===== src/rtl/cpu_pkg.sv =====
// Shared CPU types for the register write-back path: widths, load-size
// encodings, the FIFO entry payload and the load extension helper.
package cpu_pkg;

  localparam int unsigned DATA_W     = 32;
  localparam int unsigned REG_ADDR_W = 5;

  // i_mem_size encodings; 2'b11 is treated as a word access
  localparam logic [1:0] LD_BYTE = 2'b00;
  localparam logic [1:0] LD_HALF = 2'b01;
  localparam logic [1:0] LD_WORD = 2'b10;

  typedef struct packed {
    logic [REG_ADDR_W-1:0] addr;
    logic [DATA_W-1:0]     data;
  } wb_entry_t;

  // Select the addressed byte/half lane of a raw word and sign/zero extend it
  function automatic logic [DATA_W-1:0] load_extend(
    input logic [DATA_W-1:0] raw,
    input logic [1:0]        size,
    input logic              sext,
    input logic [1:0]        offset
  );
    logic [7:0]        lane_b;
    logic [15:0]       lane_h;
    logic [DATA_W-1:0] res;
    lane_b = raw[{offset, 3'b000} +: 8];
    lane_h = raw[{offset[1], 4'b0000} +: 16];
    case (size)
      LD_BYTE: res = sext ? {{(DATA_W-8){lane_b[7]}}, lane_b}
                          : {{(DATA_W-8){1'b0}}, lane_b};
      LD_HALF: res = sext ? {{(DATA_W-16){lane_h[15]}}, lane_h}
                          : {{(DATA_W-16){1'b0}}, lane_h};
      default: res = raw;
    endcase
    return res;
  endfunction

endpackage


===== src/rtl/wb_fifo.sv =====
// In-order write-back FIFO: two ordered push slots (slot 1 is only used
// together with slot 0), one pop port. Full/empty come from count alone.
// With WB_FWD_EN defined the raw storage and head pointer are exported
// for the forwarding lookup.
module wb_fifo
  import cpu_pkg::*;
#(
  parameter int unsigned DEPTH = 4,
  localparam int unsigned PTR_W = (DEPTH > 1) ? $clog2(DEPTH) : 1,
  localparam int unsigned CNT_W = $clog2(DEPTH + 1)
) (
  input  logic                  i_clock,
  input  logic                  i_reset,
  input  logic                  push0,
  input  wb_entry_t             push0_entry,
  input  logic                  push1,
  input  wb_entry_t             push1_entry,
  input  logic                  pop,
  output wb_entry_t             head,
`ifdef WB_FWD_EN
  output wb_entry_t [DEPTH-1:0] entries,
  output logic [PTR_W-1:0]      head_ptr,
`endif
  output logic [CNT_W-1:0]      count
);

  wb_entry_t [DEPTH-1:0] mem;
  logic [PTR_W-1:0]      rd_ptr;
  logic [PTR_W-1:0]      wr_ptr;
  logic [PTR_W-1:0]      wr_ptr_p1;
  logic [1:0]            n_push;

  assign n_push    = {1'b0, push0} + {1'b0, push1};
  assign wr_ptr_p1 = wr_ptr + PTR_W'(1);
  assign head      = mem[rd_ptr];

`ifdef WB_FWD_EN
  assign entries  = mem;
  assign head_ptr = rd_ptr;
`endif

  // Pointer and occupancy tracking; pointers wrap naturally at DEPTH
  always_ff @(posedge i_clock) begin
    if (i_reset) begin
      rd_ptr <= '0;
      wr_ptr <= '0;
      count  <= '0;
    end else begin
      if (pop) begin
        rd_ptr <= rd_ptr + PTR_W'(1);
      end
      wr_ptr <= wr_ptr + PTR_W'(n_push);
      count  <= count + CNT_W'(n_push) - CNT_W'(pop);
    end
  end

  // Entry storage; slot 0 is older and lands first
  always_ff @(posedge i_clock) begin
    if (push0) begin
      mem[wr_ptr] <= push0_entry;
    end
    if (push1) begin
      mem[wr_ptr_p1] <= push1_entry;
    end
  end

endmodule


===== src/rtl/reg_writeback.sv =====
// Register-file write-port driver. Collects ALU and load results in
// program order (load older when both arrive together), extends load data
// at enqueue and issues one register write per cycle from the FIFO head.
// Optional macro WB_FWD_EN adds a combinational youngest-match lookup.
module reg_writeback
  import cpu_pkg::*;
#(
  parameter int unsigned DATA_W = cpu_pkg::DATA_W,
  parameter int unsigned ADDR_W = cpu_pkg::REG_ADDR_W,
  parameter int unsigned DEPTH  = 4
) (
  input  logic              i_clock,
  input  logic              i_reset,
  input  logic              i_alu_valid,
  output logic              o_alu_ready,
  input  logic [ADDR_W-1:0] i_alu_addr,
  input  logic [DATA_W-1:0] i_alu_data,
  input  logic              i_mem_valid,
  output logic              o_mem_ready,
  input  logic [ADDR_W-1:0] i_mem_addr,
  input  logic [DATA_W-1:0] i_mem_data,
  input  logic [1:0]        i_mem_size,
  input  logic              i_mem_signed,
  input  logic [1:0]        i_mem_offset,
  output logic              o_RegWrite,
  output logic [ADDR_W-1:0] o_regW_addr,
  output logic [DATA_W-1:0] o_regW_val,
  output logic              o_busy
`ifdef WB_FWD_EN
  ,
  input  logic [ADDR_W-1:0] i_fwd_addr,
  output logic              o_fwd_hit,
  output logic [DATA_W-1:0] o_fwd_val
`endif
);

  localparam int unsigned CNT_W = $clog2(DEPTH + 1);

  logic [CNT_W-1:0] count;
  wb_entry_t        head;
  wb_entry_t        mem_entry;
  wb_entry_t        alu_entry;
  wb_entry_t        slot0;
  wb_entry_t        slot1;
  logic             mem_fire;
  logic             alu_fire;
  logic             push0;
  logic             push1;
  logic             pop;

  // Readiness depends on registered occupancy only; a same-cycle pop is not credited
  assign o_mem_ready = (count <= CNT_W'(DEPTH - 1));
  assign o_alu_ready = (count <= CNT_W'(DEPTH - 2));
  assign mem_fire    = i_mem_valid & o_mem_ready;
  assign alu_fire    = i_alu_valid & o_alu_ready;
  assign pop         = (count != '0);

  // Build entries and pack accepted results into ordered push slots
  always_comb begin
    mem_entry      = '0;
    alu_entry      = '0;
    mem_entry.addr = i_mem_addr;
    mem_entry.data = load_extend(i_mem_data, i_mem_size, i_mem_signed, i_mem_offset);
    alu_entry.addr = i_alu_addr;
    alu_entry.data = i_alu_data;
    push0          = mem_fire | alu_fire;
    push1          = mem_fire & alu_fire;
    slot0          = mem_fire ? mem_entry : alu_entry;
    slot1          = alu_entry;
  end

`ifdef WB_FWD_EN
  localparam int unsigned PTR_W = (DEPTH > 1) ? $clog2(DEPTH) : 1;
  wb_entry_t [DEPTH-1:0] fifo_entries;
  logic [PTR_W-1:0]      fifo_head_ptr;
`endif

  wb_fifo #(
    .DEPTH (DEPTH)
  ) u_fifo (
    .i_clock     (i_clock),
    .i_reset     (i_reset),
    .push0       (push0),
    .push0_entry (slot0),
    .push1       (push1),
    .push1_entry (slot1),
    .pop         (pop),
    .head        (head),
`ifdef WB_FWD_EN
    .entries     (fifo_entries),
    .head_ptr    (fifo_head_ptr),
`endif
    .count       (count)
  );

  // Output register: load the head on every pop; r0 writes are swallowed
  always_ff @(posedge i_clock) begin
    if (i_reset) begin
      o_RegWrite  <= 1'b0;
      o_regW_addr <= '0;
      o_regW_val  <= '0;
    end else if (pop) begin
      o_RegWrite  <= (head.addr != '0);
      o_regW_addr <= head.addr;
      o_regW_val  <= head.data;
    end else begin
      o_RegWrite  <= 1'b0;
    end
  end

  assign o_busy = (count != '0) || o_RegWrite;

`ifdef WB_FWD_EN
  // Youngest pending value wins: scan output register, then FIFO oldest to youngest
  always_comb begin
    logic [PTR_W-1:0] idx;
    idx       = '0;
    o_fwd_hit = 1'b0;
    o_fwd_val = '0;
    if (o_RegWrite && (o_regW_addr == i_fwd_addr)) begin
      o_fwd_hit = 1'b1;
      o_fwd_val = o_regW_val;
    end
    for (int unsigned i = 0; i < DEPTH; i++) begin
      idx = fifo_head_ptr + PTR_W'(i);
      if ((CNT_W'(i) < count) && (fifo_entries[idx].addr == i_fwd_addr)) begin
        o_fwd_hit = 1'b1;
        o_fwd_val = fifo_entries[idx].data;
      end
    end
    if (i_fwd_addr == '0) begin
      o_fwd_hit = 1'b0;
      o_fwd_val = '0;
    end
  end
`endif

endmodule


===== config.mk =====
export PLATFORM = sky130hd
export DESIGN_NAME = reg_writeback
export DESIGN_NICKNAME = d
export VERILOG_FILES = /design/src/rtl/cpu_pkg.sv /design/src/rtl/wb_fifo.sv /design/src/rtl/reg_writeback.sv
export SDC_FILE = /design/constraint.sdc
export NUM_CORES = 1
export LEC_CHECK = 0
export CAP_MARGIN = 25
export CORE_UTILIZATION = 39
export CTS_CLUSTER_DIAMETER = 100
export DETAILED_ROUTE_END_ITERATION = 16
export PLACE_DENSITY = 0.65
export SYNTH_ARGS = -nofsm -noshare
export SYNTH_HDL_FRONTEND = slang
export SYNTH_SLANG_ARGS = --single-unit

===== constraint.sdc =====
create_clock -name i_clock -period 4.45 [get_ports i_clock]
set_clock_uncertainty 0.15 [all_clocks]
set_input_delay 0.89 -clock i_clock [delete_from_list [all_inputs] [get_ports i_clock]]
set_output_delay 0.89 -clock i_clock [all_outputs]
set_load 0.05 [all_outputs]

Word level (Yosys, flattened, before mapping) --
Index checks and enable logic that the tools add are counted.
Word-level totals: register bits 193, input port bits 83, output and inout port bits 41
Cells by class: $add $sub $neg 6, order comparisons 7, eq/ne operators 1, shift-type cells 2, mux-type cells 14, bitwise gates (word level) 5, reduce and logical (&&, ||, !) cells 7
Operators by type and width (count):
- 148-bit bitwise mux | 2
- 148-bit 2-to-1 mux | 2
- 37-bit demux with 2-bit select | 2
- 37-bit 2-to-1 mux | 4
- 37-bit binary-select mux with 2-bit select | 1
- 32-bit 2-to-1 mux | 2
- 32-bit case mux with 2 select lines | 1
- 32-bit by 6-bit indexed part select with 16-bit output | 1
- 32-bit by 6-bit indexed part select with 8-bit output | 1
- 2-bit by 3-bit less-than comparator with 1-bit output (second input constant) | 3
- 3-bit by 2-bit <= comparator with 1-bit output (second input constant) | 2
- 5-bit nonzero test | 1
- 2-bit by 1-bit adder with 2-bit output (second input constant) | 2
- 2-bit by 1-bit greater-or-equal comparator with 1-bit output (second input constant) | 2
- 3-bit by 2-bit adder with 3-bit output | 1
- 1-bit AND | 3
- 3-bit nonzero test | 1
- 3-bit by 1-bit subtractor with 3-bit output | 1
- 1-bit by 1-bit adder with 2-bit output | 1
- 2-bit adder | 1
- 2-bit by 1-bit equality test with 1-bit output (second input constant) | 1
- 1-bit logical AND | 2
- 2-bit logical NOT | 1
- 2-bit OR reduction | 1
- other kinds (3) | 3

Depth between registers and ports, before layout --
Gate-level depths: netlist of the first run.
depth in word-level cells 8, depth in mapped cells 13, depth with buffers taken out 10

Cells and area by module --
Synthesis of the first run repeated with hierarchy kept, for this count alone.
Unflattened totals: cell total of the unflattened synthesis 1260, area, all modules 9661.8 um^2
By module, submodules not included:
- wb_fifo | times used 1, cells an instance 892, area an instance 7219.4 um^2, sequential area each 3103.0 um^2
- reg_writeback | times used 1, cells an instance 368, area an instance 2442.3 um^2, sequential area each 760.7 um^2

Worst setup path before layout of the first run --
No wires, ideal clock.
kind input -> register, start input i_mem_valid, end register u_fifo.mem[124] (netlist bit), setup time 0.060 ns, data arrival time 3.374 ns, required time 4.240 ns, setup slack 0.866 ns, stages 12, cells stage by stage nor2b_1 buf_2 inv_1 clkbuf_1 clkbuf_1 ha_1 clkbuf_1 and3b_1 clkbuf_1 nor2_1 clkbuf_1 a221o_1
On the way: cells in the longest elaborated chain, start to end 6
Ends and longest elaborated chain:
- start, declared | line reg_writeback.sv:18 | input logic i_mem_valid,
- 1-bit AND (*) | line reg_writeback.sv:54 | assign mem_fire = i_mem_valid & o_mem_ready;
- 37-bit 2-to-1 mux | line reg_writeback.sv:68 | slot0 = mem_fire ? mem_entry : alu_entry;
- 148-bit bitwise mux | line wb_fifo.sv:60 | mem[wr_ptr] <= push0_entry;
- 148-bit 2-to-1 mux | line wb_fifo.sv:59 | if (push0) begin
- 148-bit bitwise mux | line wb_fifo.sv:63 | mem[wr_ptr_p1] <= push1_entry;
- 148-bit 2-to-1 mux (*) | line wb_fifo.sv:62 | if (push1) begin
- end signal, assigned by index | line wb_fifo.sv:60
- end signal, assigned by index | line wb_fifo.sv:63
- end, declared | line wb_fifo.sv:27 | wb_entry_t [DEPTH-1:0] mem;
Every way passes the cells marked *; elsewhere a longest branch is shown, timed or not. A chain may end at the register's enable or synchronous reset.

Worst setup path in the final report of the first run --
start input i_mem_valid, end register u_fifo.mem[105] (netlist bit)
Same word-level chain as after synthesis.

==> results of run 1 <==
## final cells by class
cell class              instances  area (µm²)  area share
multi-input cells             621        4440       0.412
well taps                     280         350      0.0325
clock buffers                  18         439      0.0408
flip-flops and latches        193        3860       0.359
inverters                       9        33.8     0.00314
clock inverters                14         159      0.0148
diodes                          1        2.50    0.000232
repair buffers                157        1490       0.138
## sequential cells by signal, summed over array words and instances (netlist names)
register,count
o_regW_val,32
u_fifo.count,3
u_fifo.wr_ptr,2
u_fifo.rd_ptr,2
u_fifo.mem,148
o_regW_addr,5
o_RegWrite,1
## worst reg2reg max path, stage by stage (launching register included)
cell and delay [ns]:
dfxtp_1 0.46, a21oi_1 0.23, nand2_1 0.17, ha_1 0.34, or3b_2 0.68, nand2_1 0.61
o22ai_1 0.20, a21oi_1 0.16
## routing by layer
layer  routed length (µm)  vias up
met4                  747        0
li1                     -     3662
met1                12300     3876
met5                    0        -
met3                 2050       63
met2                13100      398
## path summary, 6_finish.rpt
kind | startpoint | endpoint | slack [ns]
worst max-delay path | i_mem_valid | u_fifo.mem[105] | 0.99
worst min-delay path | o_regW_val[24] | o_regW_val[24] | 0.30
worst max register to register | u_fifo.count[2] | u_fifo.mem[105] | 1.39
worst min register to register | o_regW_val[24] | o_regW_val[24] | 0.30
## cell families after synthesis
logic type | Yosys count
AOI/OAI and AO/OA | 394
DFF | 193
and+or+nand+nor | 160
buffers and inverters | 88
muxes | 54
adders and majority gates | 8
xor gates and xnor gates | 5
## synth_stat cells, types with 6 or more instances
cell / number / area share
dfxtp_1: 193 / 0.45
a21oi_1: 146 / 0.084
nand2_1: 93 / 0.040
o22ai_1: 91 / 0.066
clkbuf_1: 62 / 0.027
o21ai_0: 43 / 0.025
mux4_2: 38 / 0.099
a221o_1: 33 / 0.038
a22oi_1: 32 / 0.028
nor2_1: 32 / 0.014
a211oi_1: 29 / 0.025
buf_2: 14 / 0.0081
inv_1: 9 / 0.0039
mux2_2: 8 / 0.010
mux2i_1: 8 / 0.0093
ha_1: 7 / 0.010
or4bb_1: 7 / 0.0091
a32o_1: 6 / 0.0069
nor2b_1: 6 / 0.0043
o31ai_1: 6 / 0.0052
## power groups by stage
stage          combinational, mW  sequential (mW)  clock (mW)
2_1_floorplan               2.63             3.43           0
3_3_place_gp                4.08             3.18           0
3_5_place_dp                4.16             3.21           0
4_1_cts                     4.17             3.18        1.56
5_1_grt                     4.52             3.29        1.64
6_report                    4.18             3.19        1.54
## stage by stage
step | util | area, µm² | std cells
4_1_cts | 0.495 | 10800 | 1292
6_report | 0.495 | 10800 | 1293
3_5_place_dp | 0.467 | 10200 | 1260
5_1_grt | 0.495 | 10800 | 1293
3_3_place_gp | 0.467 | 10200 | 1259
2_1_floorplan | - | 8650 | 902
==> results.json, run 1 <==
{
  "clock_latency_ns": 0.44,
  "grt_pass1_vias": 7573,
  "use_met3": 0.0434,
  "core_area_um2": 21800,
  "synth_compound_area_frac": 0.287,
  "root_buffer": "clkbuf_16",
  "synth_edf_count": 0,
  "final_common_cell": "dfxtp_1",
  "synthMuxAreaShare": 0.119,
  "layout_common_cells": "dfxtp_1 (192), a21oi_1 (146), clkdlybuf4s50_1 (122)",
  "rsz0062_at_grt": "no",
  "clock_sinks": 193,
  "port_buffers": 123,
  "reg2reg_depth": 7,
  "relSlewSlack": 0.350,
  "fin_crit_ns": 3.46,
  "tightest_slew_ns": 0.973,
  "drive_gt1_frac": 0.127,
  "synth_top_flop_cell": "dfxtp_1",
  "ys_seq_area_frac": 0.447,
  "worstSetupStartpointType": "input port",
  "end_kind": "flip-flop",
  "cp_top_family": "simple AND/OR/NAND/NOR gates",
  "initial_core_util": 0.398,
  "hold_viol": 0,
  "grt_use_met1": 0.349,
  "async_flop_share": 0,
  "slowest_stage": "or3b_2",
  "synthAdderAreaFrac": 0.0124,
  "min_path_cells": 2,
  "cts_max_path_buffers": 2,
  "required_ns": 4.67,
  "antenna_left": 0,
  "firstDrtPassIters": 5,
  "power.internal_mw": 5.21,
  "fill_cells": 2032,
  "grtUsageMet2": 0.388,
  "p_leak_nw": 3.95,
  "pin_count": 124,
  "synth_fp_nets": 993,
  "die_x_um": 151,
  "p_total_mw": 8.92,
  "crit_cells": 8,
  "hold_slack_ns": 0.303,
  "postCtsResizedCells": 0,
  "h-tree-depth": 4,
  "slowest_delay_ns": 0.68,
  "p_switching_mw": 3.71,
  "dp_slack_ns": 0.573,
  "grt_start_max_net_pins": 46,
  "arrival_ns": 3.68,
  "swShare": 0.415,
  "clk_pin_slew_ns": 0.08,
  "timing.final.max_slew_violations": 0,
  "post-route-drc-count": 0,
  "syn_to_final_growth_pct": 24.5,
  "gr-max-usage-layer": "met2",
  "setup_slack_ns": 0.988,
  "cp_max_fo": 17,
  "crit_type": "in2reg",
  "synth_xor_area_frac": 0.00506,
  "ys_warn_count": 0,
  "routed_wl_mm": 28.2,
  "yosys.area_share.simple": 0.0884,
  "crit_buf_inv": 2,
  "hold_path.class": "reg2reg",
  "overflow": 0,
  "netlist_area_um2": 8650,
  "power_density_nw_per_um2": 828,
  "maxCapViolCount": 0,
  "place_congestion": 0.844,
  "fp-row-count": 54,
  "synth-seq-cells": 193,
  "viasPerCell": 6.19,
  "cts_buffers": 17,
  "cts_tree": "built",
  "avgSynthCellArea_um2": 9.59,
  "grt_pass1_wl_mm": 43.2,
  "wire_per_inst_um": 21.8,
  "synth_cells": 902,
  "die_h_um": 151,
  "drtIter0Drc": 953,
  "die_area_um2": 22800,
  "grt_usage": 0.252,
  "num_vias": 7999,
  "pwr-share-comb": 0.469,
  "finalSetupViolCount": 0,
  "path_cells": "clkdlybuf4s50_1, nor2b_2, inv_1, ha_1, or3b_2, nand2_1, o22ai_1, a21oi_1",
  "status": "finished, final reports clean",
  "final_nets": 1090,
  "vdd_drop_max_mv": 0.358,
  "place_hpwl_mm": 18.8,
  "period_share": 0.778,
  "ys_types": 42,
  "p_seq_frac": 0.358,
  "synth_top_family_by_area": "compound AO/OA/AOI/OAI gates",
  "grt_antenna_before_repair": 1,
  "timing.fmax_mhz": 289,
  "cts.hold.buffers_added": 0,
  "cts_setup_buffers": 0,
  "finalSetupTns_ns": 0,
  "clock_power_share": 0.173
}
Note: power is estimated with default switching activity, not from simulation.
==> run 2: changes to the inputs <==
--- a/config.mk
+++ b/config.mk
@@ -9,7 +9,7 @@
 export CORE_UTILIZATION = 39
 export CTS_CLUSTER_DIAMETER = 100
 export DETAILED_ROUTE_END_ITERATION = 16
-export PLACE_DENSITY = 0.65
+export PLACE_DENSITY = 0.68
 export SYNTH_ARGS = -nofsm -noshare
 export SYNTH_HDL_FRONTEND = slang
 export SYNTH_SLANG_ARGS = --single-unit
==> constraint.sdc (replaced) <==
create_clock -name i_clock -period 2.8 [get_ports i_clock]
set_clock_uncertainty 0.15 [all_clocks]
set_input_delay 0.56 -clock i_clock [delete_from_list [all_inputs] [get_ports i_clock]]
set_output_delay 0.56 -clock i_clock [all_outputs]
set_load 0.05 [all_outputs]
==> run 2 against run 1 <==
Cell area increased by 5.3%. Critical path type is now reg2out. Core utilization up 2.6 points. Worst hold slack got worse by 0.0032 ns. Sequential power is 58% higher. Largest cell class unchanged. Sequential share of layout area is 1.8 points lower. Count of clock-buffer cells in the layout grew 1. Largest power group unchanged. Setup slack got worse by 0.88 ns. Global-route usage increased by 0.86 points. Highest routed layer unchanged. Via count is 2.2% higher. Critical path depth fell by 6. Total power up 66%.
==> results.json, run 2 (synthesized netlist as in run 1, its figures left out) <==
{
  "cts_tree": "built",
  "end_kind": "output port",
  "die_area_um2": 22800,
  "p_seq_frac": 0.342,
  "power.internal_mw": 8.78,
  "final_common_cell": "dfxtp_1",
  "crit_type": "reg2out",
  "clock_latency_ns": 0.44,
  "clock_sinks": 193,
  "finalSetupViolCount": 0,
  "maxCapViolCount": 0,
  "fin_crit_ns": 2.69,
  "viasPerCell": 6.15,
  "grt_pass1_vias": 8073,
  "period_share": 0.960,
  "wire_per_inst_um": 21.7,
  "hold_path.class": "reg2reg",
  "p_leak_nw": 4.21,
  "cts_setup_buffers": 0,
  "grt_start_max_net_pins": 46,
  "overflow": 0,
  "root_buffer": "clkbuf_16",
  "pwr-share-comb": 0.492,
  "tightest_slew_ns": 0.668,
  "antenna_left": 0,
  "clk_pin_slew_ns": 0.08,
  "pin_count": 124,
  "clock_power_share": 0.166,
  "status": "finished, final reports clean",
  "h-tree-depth": 4,
  "p_switching_mw": 5.99,
  "syn_to_final_growth_pct": 31.1,
  "p_total_mw": 14.8,
  "required_ns": 2.09,
  "hold_slack_ns": 0.300,
  "drtIter0Drc": 864,
  "timing.final.max_slew_violations": 0,
  "fill_cells": 1985,
  "vdd_drop_max_mv": 0.767,
  "cp_max_fo": 12,
  "post-route-drc-count": 0,
  "reg.largest.list": "u_fifo.mem x148, o_regW_val x32, o_regW_addr x5",
  "finalSetupTns_ns": 0,
  "drive_gt1_frac": 0.163,
  "grt_antenna_before_repair": 0,
  "die_x_um": 151,
  "cts_max_path_buffers": 2,
  "routed_wl_mm": 28.8,
  "largest_reg_flops": 148,
  "layout_common_cells": "dfxtp_1 (192), a21oi_1 (145), clkdlybuf4s50_1 (121)",
  "final_nets": 1127,
  "relSlewSlack": 0.554,
  "power_density_nw_per_um2": 1300,
  "num_vias": 8174,
  "grt_usage": 0.261,
  "core_area_um2": 21800,
  "fp-row-count": 54,
  "firstDrtPassIters": 5,
  "cts.hold.buffers_added": 0,
  "postCtsResizedCells": 0,
  "place_congestion": 0.923,
  "swShare": 0.406,
  "arrival_ns": 1.98,
  "rsz0062_at_grt": "no",
  "place_hpwl_mm": 19.4,
  "cts_buffers": 17,
  "timing.fmax_mhz": 372,
  "worstSetupStartpointType": "flip-flop",
  "die_h_um": 151,
  "grt_pass1_wl_mm": 44.8,
  "num_antenna_cells": 0,
  "hold_viol": 0,
  "largest_register": "u_fifo.mem",
  "initial_core_util": 0.398,
  "port_buffers": 123
}
[run 2: cell count changes in the layout (fill, tap and decap cells not counted), sizes merged]
cell           previous run  this run
clkinvlp                  1         3
clkinv                    4         2
inv                      18        16
clkbuf                   18        19
buf                      35        73
diode                     1         0
bufinv                    0         1
clkdlybuf4s50           122       121
[run 2: stage by stage]
stage / std cells / utilization / worst slack [ns] / cell area [µm²]
6_report: 1329 / 0.521 / 0.112 / 11300
5_1_grt: 1329 / 0.521 / 0.0191 / 11300
4_1_cts: 1329 / 0.521 / 0.119 / 11300
3_5_place_dp: 1297 / 0.494 / -0.184 / 10800
3_3_place_gp: 1297 / 0.494 / -0.176 / 10800
2_1_floorplan: 902 / - / 0.00319 / 8770
[run 2: cell type report]
type	instances	area (µm²)	share of cell area
Multi-Input combinational cell	621	4490	0.396
Sequential cell	193	3860	0.341
Timing Repair Buffer	194	2020	0.178
Clock buffer	19	443	0.0391
Tap cell	280	350	0.0309
Clock inverter	13	141	0.0125
Inverter	9	33.8	0.00298
[run 2: critical path, stage by stage (launching register included)]
cell and delay (ns):
dfxtp_1 0.48, a21oi_2 0.23, clkdlybuf4s50_1 0.83
[run 2: worst paths after layout]
path,endpoint,cells after the start,startpoint,slack (ns)
setup / recovery,o_alu_ready,2,u_fifo.count[2],0.11
setup reg to reg,u_fifo.mem[127],9,u_fifo.count[2],0.19
hold / removal,o_regW_val[13],2,o_regW_val[13],0.30
hold reg to reg,o_regW_val[13],2,o_regW_val[13],0.30
[run 2: routing by layer]
metal,GRT usage,wire length (µm),vias up
met5,0,0,-
met4,0.123,1000,0
met3,0.0446,2090,64
met2,0.421,13500,410
met1,0.338,12200,3942
li1,-,-,3758
[run 2: power by group through the flow]
stage | combinational, mW | sequential (mW) | clock [mW]
detailed placement | 7.24 | 5.04 | 0
floorplan | 4.29 | 5.46 | 0
global placement | 7.10 | 5.00 | 0
global route | 7.82 | 5.19 | 2.58
CTS | 7.27 | 5.01 | 2.47
finish | 7.27 | 5.05 | 2.45
